[src/rtl/btn_debounce_pulse.sv]
// btn_debounce_pulse
//
// Conditions one raw mechanical push-button for the LED matrix controller.
// The raw input is synchronized with a two-flop chain and then debounced by
// a stable-level counter. The block produces a debounced level plus clean
// single-cycle press/release pulses. Optional auto-repeat re-fires `pressed`
// while the key stays down, for stepping controls such as brightness.
//
// Parameters:
//   DEBOUNCE_CYCLES     stable synchronized samples needed to accept a change (>= 1)
//   REPEAT_EN           1 = auto-repeat on, 0 = off
//   REPEAT_DELAY_CYCLES cycles in DOWN before the first repeat pulse (>= 1)
//   REPEAT_RATE_CYCLES  cycles between subsequent repeat pulses (>= 1)
//
// Ports:
//   clk       system clock
//   rst       synchronous, active-high reset
//   btn       raw button, asynchronous to clk, active-high, bouncy
//   level     debounced button state
//   pressed   one-cycle pulse on each accepted press and on each repeat
//   released  one-cycle pulse on each accepted release
//   held      high from the first repeat pulse until release
//
// States:
//   IDLE         | button up, waiting for a high sample
//   PRESS_WAIT   | qualifying a press; any low sample abandons it
//   DOWN         | press accepted; auto-repeat timing runs here
//   RELEASE_WAIT | qualifying a release; any high sample returns to DOWN

module btn_debounce_pulse #(
  parameter int DEBOUNCE_CYCLES     = 1_000_000,
  parameter int REPEAT_EN           = 0,
  parameter int REPEAT_DELAY_CYCLES = 50_000_000,
  parameter int REPEAT_RATE_CYCLES  = 10_000_000
) (
  input  logic clk,
  input  logic rst,
  input  logic btn,
  output logic level,
  output logic pressed,
  output logic released,
  output logic held
);

  localparam int CW   = (DEBOUNCE_CYCLES > 1) ? $clog2(DEBOUNCE_CYCLES) : 1;
  localparam int RMAX = (REPEAT_DELAY_CYCLES > REPEAT_RATE_CYCLES) ?
                        REPEAT_DELAY_CYCLES : REPEAT_RATE_CYCLES;
  localparam int RW   = (RMAX > 1) ? $clog2(RMAX) : 1;

  localparam logic [CW-1:0] CNT_LAST  = CW'(DEBOUNCE_CYCLES - 1);
  localparam logic [RW-1:0] DELAY_LAST = RW'(REPEAT_DELAY_CYCLES - 1);
  localparam logic [RW-1:0] RATE_LAST  = RW'(REPEAT_RATE_CYCLES - 1);

  typedef enum logic [1:0] {
    IDLE         = 2'd0,
    PRESS_WAIT   = 2'd1,
    DOWN         = 2'd2,
    RELEASE_WAIT = 2'd3
  } state_t;

  logic          s1;
  logic          s2;
  state_t        state;
  state_t        state_nxt;
  logic [CW-1:0] cnt;
  logic [CW-1:0] cnt_nxt;
  logic [RW-1:0] rcnt;
  logic [RW-1:0] rcnt_nxt;
  logic          level_nxt;
  logic          pressed_nxt;
  logic          released_nxt;
  logic          held_nxt;

  always_ff @(posedge clk) begin
    if (rst) begin
      s1       <= 1'b0;
      s2       <= 1'b0;
      state    <= IDLE;
      cnt      <= '0;
      rcnt     <= '0;
      level    <= 1'b0;
      pressed  <= 1'b0;
      released <= 1'b0;
      held     <= 1'b0;
    end else begin
      s1       <= btn;
      s2       <= s1;
      state    <= state_nxt;
      cnt      <= cnt_nxt;
      rcnt     <= rcnt_nxt;
      level    <= level_nxt;
      pressed  <= pressed_nxt;
      released <= released_nxt;
      held     <= held_nxt;
    end
  end

  always_comb begin
    state_nxt    = state;
    cnt_nxt      = cnt;
    rcnt_nxt     = rcnt;
    level_nxt    = level;
    pressed_nxt  = 1'b0;
    released_nxt = 1'b0;
    held_nxt     = held;

    case (state)
      IDLE: begin
        if (s2) begin
          state_nxt = PRESS_WAIT;
          cnt_nxt   = '0;
        end
      end

      PRESS_WAIT: begin
        if (!s2) begin
          state_nxt = IDLE;
        end else if (cnt == CNT_LAST) begin
          state_nxt   = DOWN;
          level_nxt   = 1'b1;
          pressed_nxt = 1'b1;
          rcnt_nxt    = '0;
        end else begin
          cnt_nxt = cnt + CW'(1);
        end
      end

      DOWN: begin
        if (!s2) begin
          state_nxt = RELEASE_WAIT;
          cnt_nxt   = '0;
        end else if (REPEAT_EN != 0) begin
          // First repeat waits the long delay, later ones use the rate.
          if (!held) begin
            if (rcnt == DELAY_LAST) begin
              pressed_nxt = 1'b1;
              held_nxt    = 1'b1;
              rcnt_nxt    = '0;
            end else begin
              rcnt_nxt = rcnt + RW'(1);
            end
          end else begin
            if (rcnt == RATE_LAST) begin
              pressed_nxt = 1'b1;
              rcnt_nxt    = '0;
            end else begin
              rcnt_nxt = rcnt + RW'(1);
            end
          end
        end
      end

      RELEASE_WAIT: begin
        // rcnt is left untouched here so a release glitch only pauses
        // the repeat timer instead of restarting it.
        if (s2) begin
          state_nxt = DOWN;
        end else if (cnt == CNT_LAST) begin
          state_nxt    = IDLE;
          level_nxt    = 1'b0;
          released_nxt = 1'b1;
          held_nxt     = 1'b0;
          rcnt_nxt     = '0;
        end else begin
          cnt_nxt = cnt + CW'(1);
        end
      end

      default: begin
        state_nxt = IDLE;
      end
    endcase
  end

endmodule

[config.mk]
export PLATFORM = sky130hd
export DESIGN_NAME = btn_debounce_pulse
export DESIGN_NICKNAME = d
export VERILOG_FILES = /design/src/rtl/btn_debounce_pulse.sv
export SDC_FILE = /design/constraint.sdc
export NUM_CORES = 1
export LEC_CHECK = 0
export CAP_MARGIN = 10
export CORE_ASPECT_RATIO = 1.5
export CORE_MARGIN = 4
export CORE_UTILIZATION = 40
export DETAILED_ROUTE_END_ITERATION = 8
export GPL_ROUTABILITY_DRIVEN = 0
export SLEW_MARGIN = 5
export SYNTH_ARGS = -nofsm -noshare
export SYNTH_HDL_FRONTEND = slang
export SYNTH_SLANG_ARGS = --single-unit
[constraint.sdc]
create_clock -name clk -period 2.7 [get_ports clk]
set_clock_uncertainty 0.1 [all_clocks]
set_input_delay 0.405 -clock clk [delete_from_list [all_inputs] [get_ports clk]]
set_output_delay 0.405 -clock clk [all_outputs]
set_load 0.02 [all_outputs]
# ---- Word level (Yosys, flattened, before mapping)
# Index checks and enable logic that the tools add are counted.
dict set report op_classes {
  add_sub_neg 1
  n_eq_ne 12
  n_mux 19
  bitwise_logic 3
  n_reduce_logical 7
}
# cell count
set ops {}
lappend ops {{two-way mux 20 bit} 5}
lappend ops {{one-hot mux 20 bit (4 select lines)} 1}
lappend ops {{adder 20 x 1 -> 20 bit, second input constant} 1}
lappend ops {{== test 20 bit, second input constant} 1}
lappend ops {{two-way mux 2 bit} 6}
lappend ops {{inequality test 2 bit, second input constant} 6}
lappend ops {{one-hot mux 2 bit (4 select lines)} 1}
lappend ops {{AND reduction 4 bit} 2}
lappend ops {{inequality test 3 bit, second input constant} 2}
lappend ops {{OR reduction 3 bit} 2}
lappend ops {{two-way mux 1 bit} 5}
lappend ops {{AND reduction 5 bit} 1}
lappend ops {{== test 2 bit, second input constant} 2}
lappend ops {{NOT 1 bit} 3}
lappend ops {{== test 2 x 1 -> 1 bit, second input constant} 1}
lappend ops {{logical NOT 2 bit} 1}
lappend ops {{one-hot mux 1 bit (2 select lines)} 1}
lappend ops {{nonzero test 2 bit} 1}
dict set report word_totals {
  register_bits 27
  output_inout_bits 4
}

# ---- Depth between registers and ports, before layout
dict set report depth {
  depth_word 4
  depth_mapped 8
}

# ---- Worst setup path before layout
# No wires, ideal clock.
dict set report synth_timing {
  path_type {register -> register}
  from {register cnt[10]}
  to {register cnt[13]}
  setup_ns 0.116
  arrival_time_ns 1.951
  required_ns 2.484
  setup_slack_ns 0.533
  stages_incl_launch_ff 6
  cell_sequence {dfxtp_1 > or4_1 > or4_4 > o211ai_2 > nor4_1 > a31o_2}
}
dict set report synth_via {
  elab_chain_cells 4
  elab_cells_between_ends 6
}
# element line_no
set synth_rtl {}
lappend synth_rtl {{start, declared} 65} ;# logic [CW-1:0] cnt;
lappend synth_rtl {{start signal, assigned} 89} ;# cnt <= cnt_nxt;
lappend synth_rtl {{adder 20 x 1 -> 20 bit or == test 20 bit (tied branches)} -}
lappend synth_rtl {{two-way mux 20 bit (*)} {118, 158}}
lappend synth_rtl {{two-way mux 20 bit, on equally long branches} {156, 116}}
lappend synth_rtl {{one-hot mux 20 bit (4 select lines) (*)} 107} ;# case (state)
# Every way passes the cells marked *; elsewhere a longest branch is shown, timed or not. The select of a mux whose other input is x is not followed.
# A chain may end at the register's enable or synchronous reset.

# ---- Worst setup path in the final report
dict set report layout_timing {
  from {register cnt[10]}
  to {register cnt[2]}
}
dict set report layout_via {
  elab_chain_cells 4
  elab_cells_between_ends 5
}
# element line_no
set layout_rtl {}
lappend layout_rtl {{== test 20 bit (*)} {118, 158}}
lappend layout_rtl {{two-way mux 20 bit (*)} -}
lappend layout_rtl {{two-way mux 20 bit, on equally long branches} -}
lappend layout_rtl {{one-hot mux 20 bit (4 select lines) (*)} -}
# Marks and branches as above.

==> results.ini <==
[status]
status=finished clean

[synthesis]
synth_area_leaders=dfxtp_1, nor2_1, a31o_2, nand3_1, a21o_1
ys_types=49
synth_top_area_share_pct=38.5
syn-instance-count=162
synth_edf_count=0
synth-seq-area-share_pct=38.5
synth_seq_cells=27
syn_area_um2=1410
synthesis.nets=166
synthFlopType=dfxtp_1
synth_area_per_cell_um2=8.67
ys.warnings.count=0
synth_area_leader_cell=dfxtp_1
postSynth.asyncResetShare_pct=0

[floorplan]
die_h_um=80.6
start_util_pct=41.5
core_um2=3380
dieArea_um2=4540
die_w_um=56.4
pin_count=7
rows=26

[timing]
slew_headroom_pct=64.7
finalSetupTns_ns=0
setup_viol=0
final.period_utilization_pct=88.4
hold_slack_ns=0.348
worst_pin_slew_ns=0.526
fmaxAchievable_ghz=0.419
rsz0062_at_grt=false
fin_crit_ns=2.39
finalMaxSlewViolations=0
hold_violations=0

[placed_design]
dpl-instance-area_um2=1490
portBuffers=5
hpwl_um=2230

[finish]
fillCellCount=346
drive_above_1_share_pct=13.9
area_delta_synth_final_pct=9.26
diodes=0
final_core_util_pct=45.4
finalNetCount=171
final_area_um2=1540

[cts]
postCtsHoldBufs=0
root_buffer=clkbuf_8
clock_latency_ns=0.27
cts_tree=built
htree_num_levels=1
ctsLongestPathBuffers=2
cts_setup_buffers=0
numCtsBuffers=3
cts_resized=0
cts.clk_slew.worst_paths_ns=0.09
clock_sinks=27

[setup_path]
critPathCapture=cnt[2]$_SDFFE_PP0P_
cp-end-kind=flip-flop
startpoint=cnt[10]$_SDFFE_PP0P_
r2r_setup_slack_ns=0.31
required_ns=2.77
start_kind=flip-flop
r2r_cells=5
path_class=flip-flop to flip-flop
r2r-start=cnt[10]$_SDFFE_PP0P_
reg2reg_to=cnt[2]$_SDFFE_PP0P_
arrival_ns=2.45
crit_fanout=17

[power]
ir_drop_mv=0.197
p_sw_share_pct=22.8
clockPowerShare_pct=33.9
p_switching_mw=0.155
p_comb_share_pct=6.2
p_per_area_nw_per_um2=443
power.static_leakage_nw=0.501
power.internal_mw=0.525
seq_power_share_pct=59.9

[route]
vias=1225
wl_um=3070
drt_first_pass_iters=4
wl_per_cell_um=14.8
initialDrtViolationCount=41
drcViolationCount=0
ant_nets=0
vias_per_cell=5.89

[hold_path]
hold_class=flip-flop to flip-flop

[flow_run]
max-cap-violations=0

[global_routing]
track_usage_pct=14.3
grt_max_degree=18
antenna_found_initial=0
grt_overflow=0
grt_pass1_wl_um=5290
grt_pass1_vias=1138

## power by group through the flow
stage               sequential (mW)  combinational [mW]  clock [mW]
finish                        0.407              0.0422       0.230
global route                  0.408              0.0462       0.252
CTS                           0.407              0.0426       0.240
detailed placement            0.416              0.0426           0
global placement              0.416              0.0415           0
floorplan                     0.417              0.0276           0
## layout by cell type (no fill, tap or decap), types with 4 or more instances in the layout
cell type	netlist	final
a31o_2	6	6
buf_4	2	5
clkdlybuf4s50_1	0	5
nand3_1	10	10
nand4_1	4	4
or4_1	5	5
dfxtp_1	27	27
nor4_1	7	7
nand2_1	11	11
a21o_1	6	6
xnor2_1	5	5
nor3_1	4	4
nor2_1	14	14
a21oi_1	7	7
## cell usage after synthesis, types with 3 or more instances
| master | n |
|---|---|
| or4_1 | 5 |
| nand3_1 | 10 |
| dfxtp_1 | 27 |
| and3_1 | 3 |
| a22oi_1 | 3 |
| nor3_1 | 4 |
| a21o_1 | 6 |
| clkbuf_1 | 5 |
| nand2_1 | 11 |
| a21oi_1 | 7 |
| xnor2_1 | 5 |
| nor4_1 | 7 |
| a31o_2 | 6 |
| nand4_1 | 4 |
| inv_1 | 3 |
| nor2_1 | 14 |
## cell families (layout without fill, tap and decap cells)
family / count (synthesis) / count (layout) / synth area share [%]
adder cells (fa/ha/maj): 1 / 1 / 0.890
AND/OR/NAND/NOR: 75 / 75 / 30.1
XOR/XNOR: 6 / 6 / 3.74
flip-flops: 27 / 27 / 38.5
AO/OA/AOI/OAI: 36 / 36 / 19.9
other: 1 / 1 / 0.267
buffers and inverters: 14 / 18 / 4.99
multiplexers: 2 / 2 / 1.60
## state kept, by name, indices dropped and copies added, names as in the netlist, named ones only
signal    flops
cnt          20
level         1
pressed       1
released      1
s1            1
s2            1
state         1
## critical path, cell delays in order (launching register included)
cell	delay, ns
dfxtp_1	0.38
or4_1	0.54
or4_4	0.53
o21ai_4	0.44
or3_1	0.20
a31oi_2	0.09
## worst min path at each step
| stage | start | end | depth (start not counted) |
|---|---|---|---|
| finish | s1$_SDFF_PP0_ | s2$_SDFF_PP0_ | 1 |
| global route | s1$_SDFF_PP0_ | s2$_SDFF_PP0_ | 1 |
| CTS | s1$_SDFF_PP0_ | s2$_SDFF_PP0_ | 1 |
| detailed placement | s1$_SDFF_PP0_ | s2$_SDFF_PP0_ | 1 |
| global placement | s1$_SDFF_PP0_ | s2$_SDFF_PP0_ | 1 |
| floorplan | s1$_SDFF_PP0_ | s2$_SDFF_PP0_ | 1 |
## stage by stage
stage / power [mW] / std cells / worst slack [ns]
CTS: 0.689 / 208 / 0.323
finish: 0.679 / 208 / 0.314
floorplan: 0.444 / 162 / 0.533
global route: 0.706 / 208 / 0.197
detailed placement: 0.459 / 204 / 0.336
global placement: 0.457 / 204 / 0.387
## metal layers
| layer | GRT usage [%] | routed length [µm] | up-vias | part of all wire, % |
|---|---|---|---|---|
| met1 | 17.2 | 1350 | 591 | 44 |
| met5 | 0 | 0 | - | 0 |
| met2 | 26.1 | 1590 | 22 | 52 |
| met3 | 1.45 | 95 | 5 | 3.1 |
| li1 | - | - | 607 | - |
| met4 | 4.75 | 32 | 0 | 1.0 |
## cell type report
class                   count  area (µm²)  area share, %
repair buffers             10        87.6           5.70
clock buffers               4        45.0           2.93
well taps                  42        52.6           3.42
inverters                   4        15.0          0.978
multi-input cells         121         795           51.8
flip-flops and latches     27         541           35.2
No activity file was read; power rests on OpenSTA's default activity.
==> RTL change, RTL diff (same flow settings) <==
Change the parameter `DEBOUNCE_CYCLES` from 1_000_000 to 2_000_000.
--- a/src/rtl/btn_debounce_pulse.sv
+++ b/src/rtl/btn_debounce_pulse.sv
@@ -28,7 +28,7 @@
 //   RELEASE_WAIT | qualifying a release; any high sample returns to DOWN
 
 module btn_debounce_pulse #(
-  parameter int DEBOUNCE_CYCLES     = 1_000_000,
+  parameter int DEBOUNCE_CYCLES     = 2_000_000,
   parameter int REPEAT_EN           = 0,
   parameter int REPEAT_DELAY_CYCLES = 50_000_000,
   parameter int REPEAT_RATE_CYCLES  = 10_000_000
Behaviour: no difference found for any inputs over 10 cycles, from zero or initial values and one cycle with rst high; that may be too few to reach the edited logic, so the function may still have changed.
==> RTL change against the unedited design <==
  * Critical path depth stayed put
  * Synthesized area is 1.1% higher
  * Sequential share of layout area is 1.2 points higher
  * Hold slack worse by 0.0014 ns
  * Cell area is 0.41% higher
  * Total power is 0.24% lower
  * Final cell count is 1.4% higher
  * Fmax is 14% higher
  * Clock power is 2% lower
  * Combinational power is 22% lower
  * Sequential cell count is 1 higher
  * Global-route usage is 0.77 points higher
  * Routed wire length is 0.91% higher
  * Setup slack better by 0.29 ns
  * Largest power group unchanged
  * Highest routed layer unchanged
==> RTL change: results (changes against the unedited design) <==
| Metric | Value |
|---|---|
| CTS clk-pin slew, worst paths | `0.09 ns (about the same)` |
| Status | `complete, no violations` |
| VDD IR-drop max | `0.2514 mV (+28%)` |
| Post-CTS Setup Bufs | `0 (unchanged)` |
| # placed instances | `208 (+2.0%)` |
| Min-Delay Path Class | `reg2reg` |
| Synth cell types | `45 (-8.2%)` |
| Detailed Route Iter0 Violations | `31 (-24%)` |
| Layout cells sized above 1 | `6.509% (-7.3 points)` |
| Worst setup path end | `cnt[20]` |
| Worst slew pin tran | `0.7815 ns (+0.2555 ns)` |
| Port Buf Inserts | `5 (unchanged)` |
| Max FFs per register | `21 (+5.0%)` |
| Worst EP arrival | `2.21 ns (-0.24 ns)` |
| ANT cells | `0 (unchanged)` |
| Vias/cell | `5.910 (+0.35%)` |
| Synthesized-area fraction occupied by adder cells | `0.8811% (-0.0094 points)` |
| CTS Root Cell | `clkbuf_8` |
| DR vias | `1247 (+1.8%)` |
| Overall routed net length | `3097 um (+0.91%)` |
| Mux contribution to synthesized area | `0.7930% (-0.81 points)` |
| Post-CTS Resized | `0 (unchanged)` |
| Drt first pass iters | `4 (unchanged)` |
| Number of antenna violations at the first check in global routing | `0 (unchanged)` |
| Post-synthesis xor/xnor area fraction | `4.934% (+1.2 points)` |
| Mapped Cells | `167 (+3.1%)` |
| Reg2reg path depth | `5 (unchanged)` |
| Largest net degree at the start of global routing | `17 (-1)` |
| DP Wirelength | `2269 um (+1.7%)` |
| First-pass GRT wire length | `5513 um (+4.2%)` |
| R2r setup slk | `0.61 ns (+0.29 ns)` |
| Worst setup path class | `reg2reg` |
| Clock latency on the worst-skew pair | `0.27 ns (about the same)` |
| CP Max Fanout | `6 (-11)` |
| Routed wl met3 | `88 um (-7.4%)` |
| Sequential-to-total area share from yosys stat | `39.47% (+1.0 points)` |
| Post-Route M1 WL | `1311 um (-2.7%)` |
| Routed length on met2 | `1637 um (+2.8%)` |
| Crit Reg-Reg Startpoint | `cnt[0]` |
| Post-synth top cells | `28 x dfxtp_1, 15 x a21oi_1, 14 x nand2_1` |
| Total Nets Final | `175 (+2.3%)` |
| Compound-gate portion of the synthesized area | `16.56% (-3.4 points)` |
| Top cells by area, synth | `dfxtp_1 39%, a21oi_1 5.3%, xnor2_1 4.3%` |
| Async SR Flop Fraction | `0% (unchanged)` |
| Tot GR Track Use | `15.04% (+0.77 points)` |
| Leakage | `0.4759 nW (-5.1%)` |
[RTL change: routing by layer]
metal / vias up / global-route usage (%)
met2: 22 / 26.39
met4: 0 / 6.888
li1: 618 / -
met3: 7 / 2.862
met1: 600 / 17.52
met5: - / 0
[RTL change: worst min path at each step]
stage / cells past startpoint / endpoint / from
5_1_grt: 1 / s2 / s1
2_1_floorplan: 1 / s2 / s1
6_report: 1 / s2 / s1
3_3_place_gp: 1 / s2 / s1
3_5_place_dp: 1 / s2 / s1
4_1_cts: 1 / s2 / s1
[RTL change: kinds of logic (layout without fill, tap and decap cells)]
| group | count (synthesis) | count (layout) |
|---|---|---|
| AOI/OAI and AO/OA | 37 | 37 |
| xor gates and xnor gates | 8 | 8 |
| adders and majority gates | 1 | 1 |
| buffers and inverters | 16 | 18 |
| DFF | 28 | 28 |
| muxes | 1 | 1 |
| other | 1 | 1 |
| and+or+nand+nor | 75 | 75 |
[RTL change: worst max-delay path, cell delays in order, from the launching register on]
cell and delay, ns:
dfxtp_1 0.44, ha_1 0.30, nand3_4 0.13, or4_1 0.52, or4_1 0.40, a21oi_1 0.14
[RTL change: where the power goes]
part	total, mW	internal (mW)	switching [mW]
clock	0.225	0.100	0.125
combinational	0.0329	0.0122	0.0207
sequential	0.419	0.416	0.00355
[RTL change: through the flow]
step	hold WS [ns]	power, mW	utilization [%]	worst slack, ns	instance area, um^2
floorplan	0.3138	0.4495	-	0.7397	1420
global placement	0.3193	0.4618	43.92	0.6677	1500
detailed placement	0.3286	0.4623	43.92	0.6426	1500
CTS	0.3525	0.6806	45.13	0.5930	1541
global route	0.3686	0.7037	45.13	0.4309	1541
finish	0.3467	0.6778	45.13	0.6054	1541
[RTL change: layout make-up]
class                   count  area, um^2
clock buffers               3       41.29
fillers                   347        1874
inverters                   7       26.28
multi-input cells         123       788.3
flip-flops and latches     28       560.5
well taps                  42       52.55
repair buffers              8       72.57
